File: src/rtl/pipeline_hazard_controller_if.sv
// Hazard/wait indications from the datapath and the per-register stall/nullify
// controls returned to it. The datapath uses the master side; the controller uses the slave side.
interface pipeline_hazard_controller_if #(
   parameter int N_STAGES = 4
);
   logic                load_use;
   logic                mdu_read;
   logic                mdu_start;
   logic                imem_wait;
   logic                dmem_wait;
   logic                exc_valid;
   logic                pc_stall;
   logic [N_STAGES-1:0] stall;
   logic [N_STAGES-1:0] nullify;
   logic                exc_redirect;
   logic                mdu_busy;

   modport master (
      output load_use, mdu_read, mdu_start, imem_wait, dmem_wait, exc_valid,
      input  pc_stall, stall, nullify, exc_redirect, mdu_busy
   );

   modport slave (
      input  load_use, mdu_read, mdu_start, imem_wait, dmem_wait, exc_valid,
      output pc_stall, stall, nullify, exc_redirect, mdu_busy
   );
endinterface

File: src/rtl/pipeline_hazard_controller.sv
// Sequences the F/D, D/E, E/M, M/W registers and the PC: post-reset flush,
// hazard stalls, exception flush and the multicycle MDU busy counter.
module pipeline_hazard_controller #(
   parameter int N_STAGES    = 4,
   parameter int MDU_LATENCY = 8
) (
   input  logic                          clk,
   input  logic                          reset,
   pipeline_hazard_controller_if.slave   hif
);
   localparam int INIT_W = $clog2(N_STAGES + 1);
   localparam int MDU_W  = $clog2(MDU_LATENCY + 1);
   localparam logic [INIT_W-1:0] INIT_LAST = INIT_W'(N_STAGES - 1);
   localparam logic [MDU_W-1:0]  MDU_LOAD  = MDU_W'(MDU_LATENCY);

   typedef enum logic [1:0] {S_INIT, S_RUN, S_EXC} state_t;

   state_t              r_state;
   state_t              w_nextState;
   logic [INIT_W-1:0]   r_initCnt;
   logic [MDU_W-1:0]    r_mduCnt;
   logic                w_mduBusy;
   logic                w_mduAccept;
   logic                w_hazard;
   logic                w_pcStall;
   logic [N_STAGES-1:0] w_stall;
   logic [N_STAGES-1:0] w_nullify;
   logic                w_excRedirect;

   assign w_mduBusy   = (r_mduCnt != '0);
   assign w_hazard    = hif.load_use | (hif.mdu_read & w_mduBusy);
   assign w_mduAccept = hif.mdu_start & (r_state != S_INIT) & ~hif.exc_valid & ~hif.dmem_wait;

   always_ff @(posedge clk or negedge reset) begin
      if (!reset) begin
         r_state   <= S_INIT;
         r_initCnt <= '0;
         r_mduCnt  <= '0;
      end else begin
         r_state <= w_nextState;
         if (r_state == S_INIT) begin
            r_initCnt <= r_initCnt + 1'b1;
         end
         if (w_mduAccept) begin
            r_mduCnt <= MDU_LOAD;
         end else if (w_mduBusy) begin
            r_mduCnt <= r_mduCnt - 1'b1;
         end
      end
   end

   always_comb begin
      w_nextState   = r_state;
      w_pcStall     = 1'b0;
      w_stall       = '0;
      w_nullify     = '0;
      w_excRedirect = 1'b0;
      if (r_state == S_INIT) begin
         w_nullify = '1;
         w_pcStall = 1'b1;
         if (r_initCnt == INIT_LAST) begin
            w_nextState = S_RUN;
         end
      end else begin
         if (hif.exc_valid) begin
            w_nullify     = '1;
            w_excRedirect = 1'b1;
         end else if (hif.dmem_wait) begin
            w_stall   = '1;
            w_pcStall = 1'b1;
         end else if (w_hazard) begin
            w_pcStall  = 1'b1;
            w_stall[0] = 1'b1;
            w_nullify[1] = 1'b1;
         end else if (hif.imem_wait) begin
            w_pcStall    = 1'b1;
            w_nullify[0] = 1'b1;
         end
         // In EXC the old-PC fetch must be killed; it only lands once F/D is not stalled.
         if (r_state == S_EXC) begin
            w_nullify[0] = 1'b1;
            w_nextState  = (hif.exc_valid || w_stall[0]) ? S_EXC : S_RUN;
         end else begin
            w_nextState  = hif.exc_valid ? S_EXC : S_RUN;
         end
      end
   end

   assign hif.pc_stall     = w_pcStall;
   assign hif.stall        = w_stall;
   assign hif.nullify      = w_nullify;
   assign hif.exc_redirect = w_excRedirect;
   assign hif.mdu_busy     = w_mduBusy;
endmodule

File: src/flat_wrapper.sv
// flat-port wrapper written by rule: the top's interface ports become plain ports
module pipeline_hazard_controller_flat 
#(
   parameter int N_STAGES    = 4,
   parameter int MDU_LATENCY = 8
)
  (clk, reset, hif_load_use, hif_mdu_read, hif_mdu_start, hif_imem_wait, hif_dmem_wait, hif_exc_valid, hif_pc_stall, hif_stall, hif_nullify, hif_exc_redirect, hif_mdu_busy);
  pipeline_hazard_controller_if #(.N_STAGES(N_STAGES)) hif_i ();
  input  logic clk;
  input  logic reset;
  input wire logic [$bits(hif_i.load_use)-1:0] hif_load_use;
  input wire logic [$bits(hif_i.mdu_read)-1:0] hif_mdu_read;
  input wire logic [$bits(hif_i.mdu_start)-1:0] hif_mdu_start;
  input wire logic [$bits(hif_i.imem_wait)-1:0] hif_imem_wait;
  input wire logic [$bits(hif_i.dmem_wait)-1:0] hif_dmem_wait;
  input wire logic [$bits(hif_i.exc_valid)-1:0] hif_exc_valid;
  output wire logic [$bits(hif_i.pc_stall)-1:0] hif_pc_stall;
  output wire logic [$bits(hif_i.stall)-1:0] hif_stall;
  output wire logic [$bits(hif_i.nullify)-1:0] hif_nullify;
  output wire logic [$bits(hif_i.exc_redirect)-1:0] hif_exc_redirect;
  output wire logic [$bits(hif_i.mdu_busy)-1:0] hif_mdu_busy;
  assign hif_i.load_use = hif_load_use;
  assign hif_i.mdu_read = hif_mdu_read;
  assign hif_i.mdu_start = hif_mdu_start;
  assign hif_i.imem_wait = hif_imem_wait;
  assign hif_i.dmem_wait = hif_dmem_wait;
  assign hif_i.exc_valid = hif_exc_valid;
  assign hif_pc_stall = hif_i.pc_stall;
  assign hif_stall = hif_i.stall;
  assign hif_nullify = hif_i.nullify;
  assign hif_exc_redirect = hif_i.exc_redirect;
  assign hif_mdu_busy = hif_i.mdu_busy;
  pipeline_hazard_controller #(.N_STAGES(N_STAGES), .MDU_LATENCY(MDU_LATENCY)) u_core (.clk(clk), .reset(reset), .hif(hif_i));
endmodule
File: config.mk
export PLATFORM = sky130hd
export DESIGN_NAME = pipeline_hazard_controller_flat
export DESIGN_NICKNAME = d
export VERILOG_FILES = /design/src/rtl/pipeline_hazard_controller_if.sv /design/src/rtl/pipeline_hazard_controller.sv /design/src/flat_wrapper.sv
export SDC_FILE = /design/constraint.sdc
export NUM_CORES = 1
export LEC_CHECK = 0
export CAP_MARGIN = 15
export CORE_AREA = 5 5 42 44
export CTS_BUF_LIST = sky130_fd_sc_hd__clkbuf_4 sky130_fd_sc_hd__clkbuf_8
export DETAILED_ROUTE_END_ITERATION = 16
export DIE_AREA = 0 0 47 49
export PLACE_DENSITY = 0.73
export SYNTH_ARGS = -nofsm -noshare
export SYNTH_HDL_FRONTEND = slang
export SYNTH_SLANG_ARGS = --single-unit
File: constraint.sdc
create_clock -name clk -period 4 [get_ports clk]
set_input_delay 1 -clock clk [delete_from_list [all_inputs] [get_ports clk]]
set_output_delay 1 -clock clk [all_outputs]
set_load 0.05 [all_outputs]
==> metrics.md, run 1 <==
| Metric | Value |
|---|---|
| Status | finished, final reports clean |
| IO buf count | 18 |
| Area Overhead vs Synth | 35.2% |
| Max-slew violations | 0 |
| N_diodes | 0 |
| First-pass GRT wire length | approximately 1700 µm |
| Vias in the first global route | between 300 and 400 |
| Setup Slack @ Placement | 0.345 ns |
| Pwr Density | 813 nW/µm² |
| Post-cts gate resize count | 0 |
| Clock latency on the worst-skew pair | approximately 0.26 ns |
| Crit-path slowest cell | clkdlybuf4s50_1 |
| Clock transition at the registers of the reported paths | ~0.06 ns |
| WP data arrival | about 2.7 ns |
| Initial antenna violation count | 0 |
| # DRC | 0 |
| Fillers | ~150 |
| Post-Syn Instances | 53 |
| Primary FF master, synth | dfrtp_1 |
| Setup bufs post-CTS | 0 |
| Setup Viol. Count Final | 0 |
| Yosys cell types | 28 |
| HP Class | flip-flop to flip-flop |
| Core area | between 1000 and 1500 µm² |
| Routed len/inst | about 12 µm |
| Kind of critical path | input pin to primary output |
| First DRT Iteration DRCs | 2 |
| RSZ-0062 raised after global routing | false |
| Fin nets | between 80 and 90 |
| # IOs | 19 |
| CP Data Required Time | about 3 ns |
| Hold-fix buffers at CTS | 0 |
| Detailed Place HPWL | between 800 and 900 µm |
| Leakage | roughly 0.31 nW |
| Pin count of the biggest net entering global routing | 10 |
| Die area | 2300 µm² |
| Number of flops mapped to enable cells by yosys | 0 |
| Total GRT Usage | a little over a tenth |
| Max clock buf depth | 2 |
| Syn_nets | 64 |
| Fmax | between 200 and 300 MHz |
| Detailed Route WL | between 1000 and 1500 µm |
| Largest stage delay on the critical path | slightly above 0.8 ns |
| Row cnt | 14 |
| Syn Std Cell Area | 533 µm² |
| Dominant cell type by area after synthesis | dfrtp_1 |
| Flop-to-flop setup slack | approximately 2.2 ns |
| Post-synth top area share | 42.3% |
| Drt via density | roughly 5.0 |
| H-tree Lvls | 1 |
| Total gr overflow | 0 |
| Crit-path max FO | 5 |
| CTS root buffer | clkbuf_4 |
| Clock Skew | around 0.0022 ns |
| Worst setup startpoint | hif_exc_valid |
| Die X-Extent | between 40 and 50 µm |
| Worst r2r dst | u_core.r_state[1] |
| Top cell by count, worst path | clkdlybuf4s50_1 |
| Crit-path cells | clkdlybuf4s50_1 > inv_1 > and3_1 > clkdlybuf4s50_1 |
| Setup TNS | 0 ns |
| Post-synthesis sequential area ratio | 42.3% |
| Min Tclk post-route | 3.65 ns |
| Initial Utilization | a little under two fifths |
| Final hold violations | 0 |
| Slew HR | 50.5% |
| Max cap viols | 0 |
| CTS tree | yes |
| DR vias | around 430 |
| Tot Pwr | 0.586 mW |
| CTS buffer count | 3 |
| Dominant cell by count in the synthesized netlist | dfrtp_1 |
| Die height | approximately 49 µm |
| Final Worst Setup Slack | approximately 0.35 ns |
| Synth top cells by count | dfrtp_1 (9), nor2_1 (7), inv_1 (4) |
| Syn avg cell area | between 10 and 15 µm² |
| TritonRoute pass-1 iters | 2 |
| Crit path launch type | input pin |
| Final ANT Viol Nets | 0 |
| Area contributors post-synth | dfrtp_1 (42%), ha_1 (7.0%), nor2_1 (4.9%), buf_4 (4.2%), a211oi_4 (3.8%) |
| CP Capture Point | hif_stall[2] |
| Asr flop ratio synth | 100% |
| Clock tree sinks | 9 |
| Reg2reg path depth | 5 |
| Synth warn | 0 |
| Synthesized flop and latch total | 9 |
| Actual slew at the worst max-slew pin | ~0.73 ns |
| Crit share post-route | between 90% and 100% |
| Layout cell share with drive strength beyond 1 | between 10% and 20% |
| Maximum vdd ir drop | 380 µV |
| Endpoint class of the critical path | primary output |
| Gpl congestion | between 0.7 and 0.8 |
| Worst R2R Start | u_core.r_mduCnt[0] |
-- critical path: cells and delay by family --
kind | cells | cell delay (ns)
buf+inv | 3 | 1.43
simple gates | 1 | 0.23
-- kinds of logic (layout without fill, tap and decap cells) --
kind of cell	Yosys count	in the layout	synth area share, %
AND/OR/NAND/NOR	19	19	19.0
AO/OA/AOI/OAI	10	10	16.4
flip-flops	9	9	42.3
buffers and inverters	9	26	9.86
adder cells (fa/ha/maj)	3	3	7.04
XOR/XNOR	2	2	3.29
multiplexers	1	1	2.11
-- per-stage QoR --
step	util, %	cells	hold WS, ns	cell area (µm²)
after floorplan	-	53	0.450	533
after global placement	49.3	82	0.469	691
after detailed placement	49.3	82	0.474	691
after CTS	51.4	86	0.498	721
after global routing	51.4	86	0.517	721
final	51.4	86	0.495	721
-- cell usage in the layout, fill, tap and decap left out --
| cell type | netlist | final |
|---|---|---|
| a21bo_1 | 1 | 1 |
| ha_1 | 3 | 3 |
| xnor2_1 | 2 | 2 |
| buf_4 | 3 | 2 |
| o21ai_0 | 1 | 1 |
| and3_1 | 1 | 1 |
| inv_1 | 4 | 4 |
| mux2_2 | 1 | 1 |
| nand2_1 | 2 | 2 |
| or3_1 | 1 | 1 |
| dfrtp_1 | 9 | 9 |
| nand2b_1 | 1 | 1 |
| a2111oi_0 | 1 | 1 |
| nor2_1 | 7 | 7 |
| nor4b_1 | 1 | 1 |
| and2_1 | 1 | 1 |
| a21oi_1 | 2 | 2 |
| a211o_1 | 1 | 1 |
| or2_1 | 1 | 1 |
| nand3b_1 | 1 | 1 |
| nor2b_1 | 1 | 1 |
| clkbuf_4 | 0 | 4 |
| nor3_1 | 1 | 1 |
| clkdlybuf4s50_1 | 0 | 16 |
| or3b_1 | 1 | 1 |
| a211oi_1 | 2 | 2 |
| a211oi_4 | 1 | 1 |
| a311o_1 | 1 | 1 |
-- how the worst min path moves through the flow --
stage,startpoint,to,cells after the start
2_1_floorplan,u_core.r_initCnt[2],u_core.r_initCnt[2],2
3_3_place_gp,u_core.r_initCnt[2],u_core.r_initCnt[2],2
3_5_place_dp,u_core.r_initCnt[0],u_core.r_initCnt[0],1
4_1_cts,u_core.r_initCnt[2],u_core.r_initCnt[2],2
5_1_grt,u_core.r_initCnt[2],u_core.r_initCnt[2],2
6_report,u_core.r_initCnt[2],u_core.r_initCnt[2],2
-- routing by layer --
| layer | vias up | wire length [µm] | global-route usage (%) |
|---|---|---|---|
| li1 | 215 | - | - |
| met1 | 196 | 429 | 12.8 |
| met2 | 17 | 423 | 14.3 |
| met3 | 4 | 126 | 3.69 |
| met4 | 0 | 30 | 8.29 |
| met5 | - | 0 | 0 |
-- state kept, by name (all words and copies together), names as in the netlist --
register          flops
u_core.r_state        2
u_core.r_mduCnt       4
u_core.r_initCnt      3
-- final cells by class --
cell class,count,area [µm²],share of cell area (%)
multi-input cells,35,255,35.4
flip-flops and latches,9,225,31.3
repair buffers,18,175,24.3
clock buffers,4,30.0,4.17
well taps,16,20.0,2.78
inverters,4,15.0,2.08
-- power by group --
group          internal, mW  switching, mW  leakage [nW]  total (mW)
Clock                0.0451         0.0297        0.0184      0.0748
Sequential            0.138         0.0285         0.109       0.166
Combinational         0.136          0.209         0.186       0.345
Total                 0.319          0.267         0.313       0.586
(Power assumes the default switching activity.)
==> run 2, diff against run 1 <==
Settings changed: CORE_AREA 5 5 42 44 to 2 2 39 41, DIE_AREA 0 0 47 49 to 0 0 41 43.
==> metrics.md, run 2 (synthesized netlist as in run 1, its figures left out) <==
| Metric | Value |
|---|---|
| Status | finished, final reports clean |
| Fillers | 133 (-9.5%) |
| Pin count of the biggest net entering global routing | 10 (unchanged) |
| DP Cell Count | 82 (unchanged) |
| Setup bufs post-CTS | 0 (unchanged) |
| # IOs | 19 (unchanged) |
| First DRT Iteration DRCs | 0 (-2) |
| Most frequent cells in the layout | clkdlybuf4s50_1 (16), dfrtp_1 (9), nor2_1 (7) |
| Crit-path cells | clkdlybuf4s50_1 > inv_1 > and3_1 > clkdlybuf4s50_1 |
| Post-cts gate resize count | 0 (unchanged) |
| Initial antenna violation count | 0 (unchanged) |
| Worst path bufs/invs | 3 (unchanged) |
| Routed len/inst | 11.1 µm (-5.5%) |
| DR vias | 433 (+0.23%) |
| Setup Slack @ Placement | 0.357 ns (+0.0120 ns) |
| Max clock buf depth | 2 (unchanged) |
| Largest stage delay on the critical path | 0.82 ns (about the same) |
| Row cnt | 14 (unchanged) |
| RSZ-0062 raised after global routing | false |
| Clock Skew | 0.0000587 ns (-0.00211 ns) |
| H-tree Lvls | 1 (unchanged) |
| Leakage | 0.313 nW (unchanged) |
| HP Class | flip-flop to flip-flop |
| Clock latency on the worst-skew pair | 0.25 ns (about the same) |
| Regs by FF count | u_core.r_mduCnt (4), u_core.r_initCnt (3), u_core.r_state (2) |
| Register bank with the most flops | u_core.r_mduCnt |
| Setup TNS | 0 ns (unchanged) |
| Hold-fix buffers at CTS | 0 (unchanged) |
| Actual slew at the worst max-slew pin | 0.662 ns (-0.0700 ns) |
| Commonest non-fill, non-tap cell in the layout | clkdlybuf4s50_1 |
| Clock tree sinks | 9 (unchanged) |
| Initial Utilization | 38.5% (+0.48 points) |
| Core area | 1380 µm² (-1.2%) |
| Fmax | 274 MHz (+0.13%) |
| Crit-path max FO | 5 (unchanged) |
| Drt via density | 5.03 (+0.23%) |
| CTS tree | yes |
| TritonRoute pass-1 iters | 1 (-1) |
| Gpl congestion | 0.632 (-15%) |
| Final ANT Viol Nets | 0 (unchanged) |
| Top cell by count, worst path | clkdlybuf4s50_1 |
| First-pass GRT wire length | 1520 µm (-9.4%) |
| Max-slew violations | 0 (unchanged) |
| Setup Viol. Count Final | 0 (unchanged) |
| Final hold violations | 0 (unchanged) |
| Die height | 43 µm (-12%) |
| Maximum vdd ir drop | 285 µV (-25%) |
| Non-filler cells, final | 86 (unchanged) |
| WP data arrival | 2.65 ns (about the same) |
| Pwr Density | 803 nW/µm² (-1.2%) |
| CP Data Required Time | 3.00 ns (about the same) |
| Vias in the first global route | 395 (+3.9%) |
| Fin util | 52.1% (+0.65 points) |
| Area Overhead vs Synth | 35.2% (unchanged) |
| Total GRT Usage | 13.0% (+2.6 points) |
| Final Worst Setup Slack | 0.352 ns (+0.00484 ns) |
| Kind of critical path | input pin to primary output |
| Max reg flops | 4 (unchanged) |
| Min Hold Slack | 0.482 ns (-0.0129 ns) |
| # DRC | 0 (unchanged) |
| IO buf count | 18 (unchanged) |
| Endpoint class of the critical path | primary output |
| Slew HR | 55.2% (+4.7 points) |
| N_diodes | 0 (unchanged) |
| Crit share post-route | 91.2% (-0.12 points) |
| Clock transition at the registers of the reported paths | 0.05 ns (about the same) |
| Total gr overflow | 0 (unchanged) |
| Crit path launch type | input pin |
| CP top delay family | buffers and inverters |
| Max cap viols | 0 (unchanged) |
| Detailed Route WL | 954 µm (-5.5%) |
| Detailed Place HPWL | 789 µm (-3.1%) |
| Min Tclk post-route | 3.65 ns (-0.00484 ns) |
| Die X-Extent | 41 µm (-13%) |
| Layout cell share with drive strength beyond 1 | 11.4% (unchanged) |
| Fin nets | 82 (unchanged) |
| CTS root buffer | clkbuf_4 |
| CTS buffer count | 3 (unchanged) |
| Die area | 1760 µm² (-23%) |
| Crit-path slowest cell | clkdlybuf4s50_1 |
run 2: worst paths after layout:
check	startpoint	end	slack, ns	depth (start not counted)
max in group asynchronous	reset	u_core.r_mduCnt[2]	2.69	1
hold / removal	u_core.r_initCnt[2]	u_core.r_initCnt[2]	0.48	2
min in group asynchronous	reset	u_core.r_state[0]	1.04	1
setup reg to reg	u_core.r_mduCnt[0]	u_core.r_state[0]	2.20	5
hold reg to reg	u_core.r_initCnt[2]	u_core.r_initCnt[2]	0.48	2
setup / recovery	hif_exc_valid	hif_stall[2]	0.35	4
run 2: layout make-up:
class | count | area (µm²) | area share (%)
multi-input cells | 35 | 255 | 35.4
flip-flops and latches | 9 | 225 | 31.3
repair buffers | 18 | 175 | 24.3
clock buffers | 4 | 30.0 | 4.17
well taps | 16 | 20.0 | 2.78
inverters | 4 | 15.0 | 2.08
run 2: per-layer routing:
layer	up-vias	part of all wire (%)	GRT usage [%]	routed length [µm]
li1	214	-	-	-
met1	203	41	13.2	395
met2	14	49	21.9	466
met3	2	8.7	3.66	83
met4	0	0.84	8.00	8
met5	-	0	0	0
run 2: worst register-to-register path, cell delays in order (launching register included):
cell,delay (ns)
dfrtp_1,0.40
inv_1,0.06
ha_1,0.18
or3b_1,0.49
a211oi_4,0.39
a311o_1,0.22
run 2: where the power goes:
| part | switching, mW | internal (mW) |
|---|---|---|
| combinational | 0.207 | 0.135 |
| sequential | 0.0273 | 0.138 |
| clock | 0.0270 | 0.0449 |
| total | 0.261 | 0.318 |
run 2: metrics by stage:
stage | instance area (µm²) | total power, mW
5_1_grt | 721 | 0.634
2_1_floorplan | 533 | 0.437
3_5_place_dp | 691 | 0.513
4_1_cts | 721 | 0.588
3_3_place_gp | 691 | 0.506
6_report | 721 | 0.579
==> run 3, diff against run 2 <==
Settings changed: CAP_MARGIN 15 to 20, PLACE_DENSITY 0.73 to not set, PLACE_DENSITY_LB_ADDON set to 0.3.
==> metrics.md, run 3 (synthesized netlist as in run 1, its figures left out) <==
| Metric | Value |
|---|---|
| Status | finished, final reports clean |
| Actual slew at the worst max-slew pin | 0.650 ns (-0.0123 ns) |
| Slew HR | 56.0% (+0.83 points) |
| Die area | 1760 µm² (unchanged) |
| DR vias | 433 (unchanged) |
| Flop-to-flop setup slack | 2.18 ns (-0.02 ns) |
| Max-slew violations | 0 (unchanged) |
| Final ANT Viol Nets | 0 (unchanged) |
| RSZ-0062 raised after global routing | false |
| Setup bufs post-CTS | 0 (unchanged) |
| Final hold violations | 0 (unchanged) |
| Final Worst Setup Slack | 0.336 ns (-0.0162 ns) |
| Commonest non-fill, non-tap cell in the layout | clkdlybuf4s50_1 |
| Routed len/inst | 11.3 µm (+1.6%) |
| Kind of critical path | input pin to primary output |
| Setup TNS | 0 ns (unchanged) |
| Detailed Route WL | 969 µm (+1.6%) |
| Setup Slack @ Placement | 0.329 ns (-0.0281 ns) |
| Vias in the first global route | 397 (+0.51%) |
| Layout cell share with drive strength beyond 1 | 11.4% (unchanged) |
| Clock Skew | 0.00440 ns (+0.00434 ns) |
| Crit path launch type | input pin |
| Worst setup startpoint | hif_exc_valid |
| CP Data Required Time | 3.00 ns (about the same) |
| # DRC | 0 (unchanged) |
| Regs by FF count | u_core.r_mduCnt (4), u_core.r_initCnt (3), u_core.r_state (2) |
| Endpoint class of the critical path | primary output |
| Multi-input gate area | 255 µm² (unchanged) |
| Hold Path Sink | u_core.r_initCnt[2] |
| Worst R2R Start | u_core.r_mduCnt[0] |
| CTS buffer count | 3 (unchanged) |
| Row cnt | 14 (unchanged) |
| Hold Startpoint | u_core.r_initCnt[2] |
| CTS tree | yes |
| Register bank with the most flops | u_core.r_mduCnt |
| Total gr overflow | 0 (unchanged) |
| Core area | 1380 µm² (unchanged) |
| Max clock buf depth | 2 (unchanged) |
| Clock transition at the registers of the reported paths | 0.05 ns (about the same) |
| Hold-fix buffers at CTS | 0 (unchanged) |
| Crit share post-route | 91.6% (+0.41 points) |
| Tot Pwr | 0.584 mW (+0.83%) |
| Drt via density | 5.03 (unchanged) |
| Clock latency on the worst-skew pair | 0.25 ns (about the same) |
| Area Overhead vs Synth | 35.2% (unchanged) |
| Storage element area | 225 µm² (unchanged) |
| Setup Viol. Count Final | 0 (unchanged) |
| First-pass GRT wire length | 1670 µm (+9.9%) |
| Die height | 43 µm (unchanged) |
| Pin count of the biggest net entering global routing | 10 (unchanged) |
| H-tree Lvls | 1 (unchanged) |
| Clock tree sinks | 9 (unchanged) |
| Worst r2r dst | u_core.r_state[0] |
| Detailed Place HPWL | 797 µm (+0.99%) |
| Die X-Extent | 41 µm (unchanged) |
| Max cap viols | 0 (unchanged) |
| Fin nets | 82 (unchanged) |
| Initial antenna violation count | 0 (unchanged) |
| TritonRoute pass-1 iters | 4 (+3) |
| Crit-path max FO | 5 (unchanged) |
| Hold Path Depth | 2 (unchanged) |
| Most frequent cells in the layout | clkdlybuf4s50_1 (16), dfrtp_1 (9), nor2_1 (7) |
| Fmax | 273 MHz (-0.44%) |
| Min Tclk post-route | 3.66 ns (+0.0162 ns) |
| IO buf count | 18 (unchanged) |
| First DRT Iteration DRCs | 8 (+8) |
| Pwr Density | 810 nW/µm² (+0.83%) |
| Gpl congestion | 0.728 (+15%) |
| WP data arrival | 2.66 ns (about the same) |
| Leakage | 0.313 nW (unchanged) |
| Max reg flops | 4 (unchanged) |
| CTS root buffer | clkbuf_4 |
| N_diodes | 0 (unchanged) |
| Maximum vdd ir drop | 349 µV (+22%) |
| Reg2reg path depth | 5 (unchanged) |
| Fillers | 130 (-2.3%) |
| HP Class | flip-flop to flip-flop |
| # IOs | 19 (unchanged) |
| Initial Utilization | 38.5% (unchanged) |
| Post-cts gate resize count | 0 (unchanged) |
| Total GRT Usage | 14.4% (+1.4 points) |
==> run 3: final cells by class <==
type	instances	share of cell area, %
multi-input cells	35	35.4
well taps	16	2.78
repair buffers	18	24.3
inverters	4	2.08
clock buffers	4	4.17
flip-flops and latches	9	31.3
==> run 3: how the worst max path moves through the flow <==
stage | slack, ns | depth (start not counted) | endpoint
after detailed placement | 0.33 | 4 | hif_stall[1]
after floorplan | 0.80 | 3 | hif_stall[0]
final | 0.34 | 4 | hif_stall[1]
after global placement | 0.37 | 4 | hif_stall[3]
after CTS | 0.33 | 4 | hif_stall[1]
after global routing | 0.27 | 4 | hif_stall[3]
==> run 3: metal layers <==
layer	vias up	track usage, %	share of wire (%)
met5	-	0	0
met1	200	19.5	44
met3	2	4.19	9.6
li1	215	-	-
met4	0	12.0	0.83
met2	16	18.1	45
==> run 3: power by group <==
group,switching (mW),internal (mW)
Sequential,0.0298,0.138
Combinational,0.210,0.136
Clock,0.0263,0.0449
Total,0.266,0.318
==> run 3: stage by stage <==
step                util [%]  hold WS [ns]  cells  instance area (µm²)
finish                  52.1         0.490     86                  721
global route            52.1         0.505     86                  721
CTS                     52.1         0.488     86                  721
detailed placement      49.9         0.475     82                  691
global placement        49.9         0.467     82                  691
floorplan                  -         0.450     53                  533
==> run 3: critical path: stages <==
cell	delay [ns]
clkdlybuf4s50_1	0.47
inv_1	0.15
and3_1	0.23
clkdlybuf4s50_1	0.82
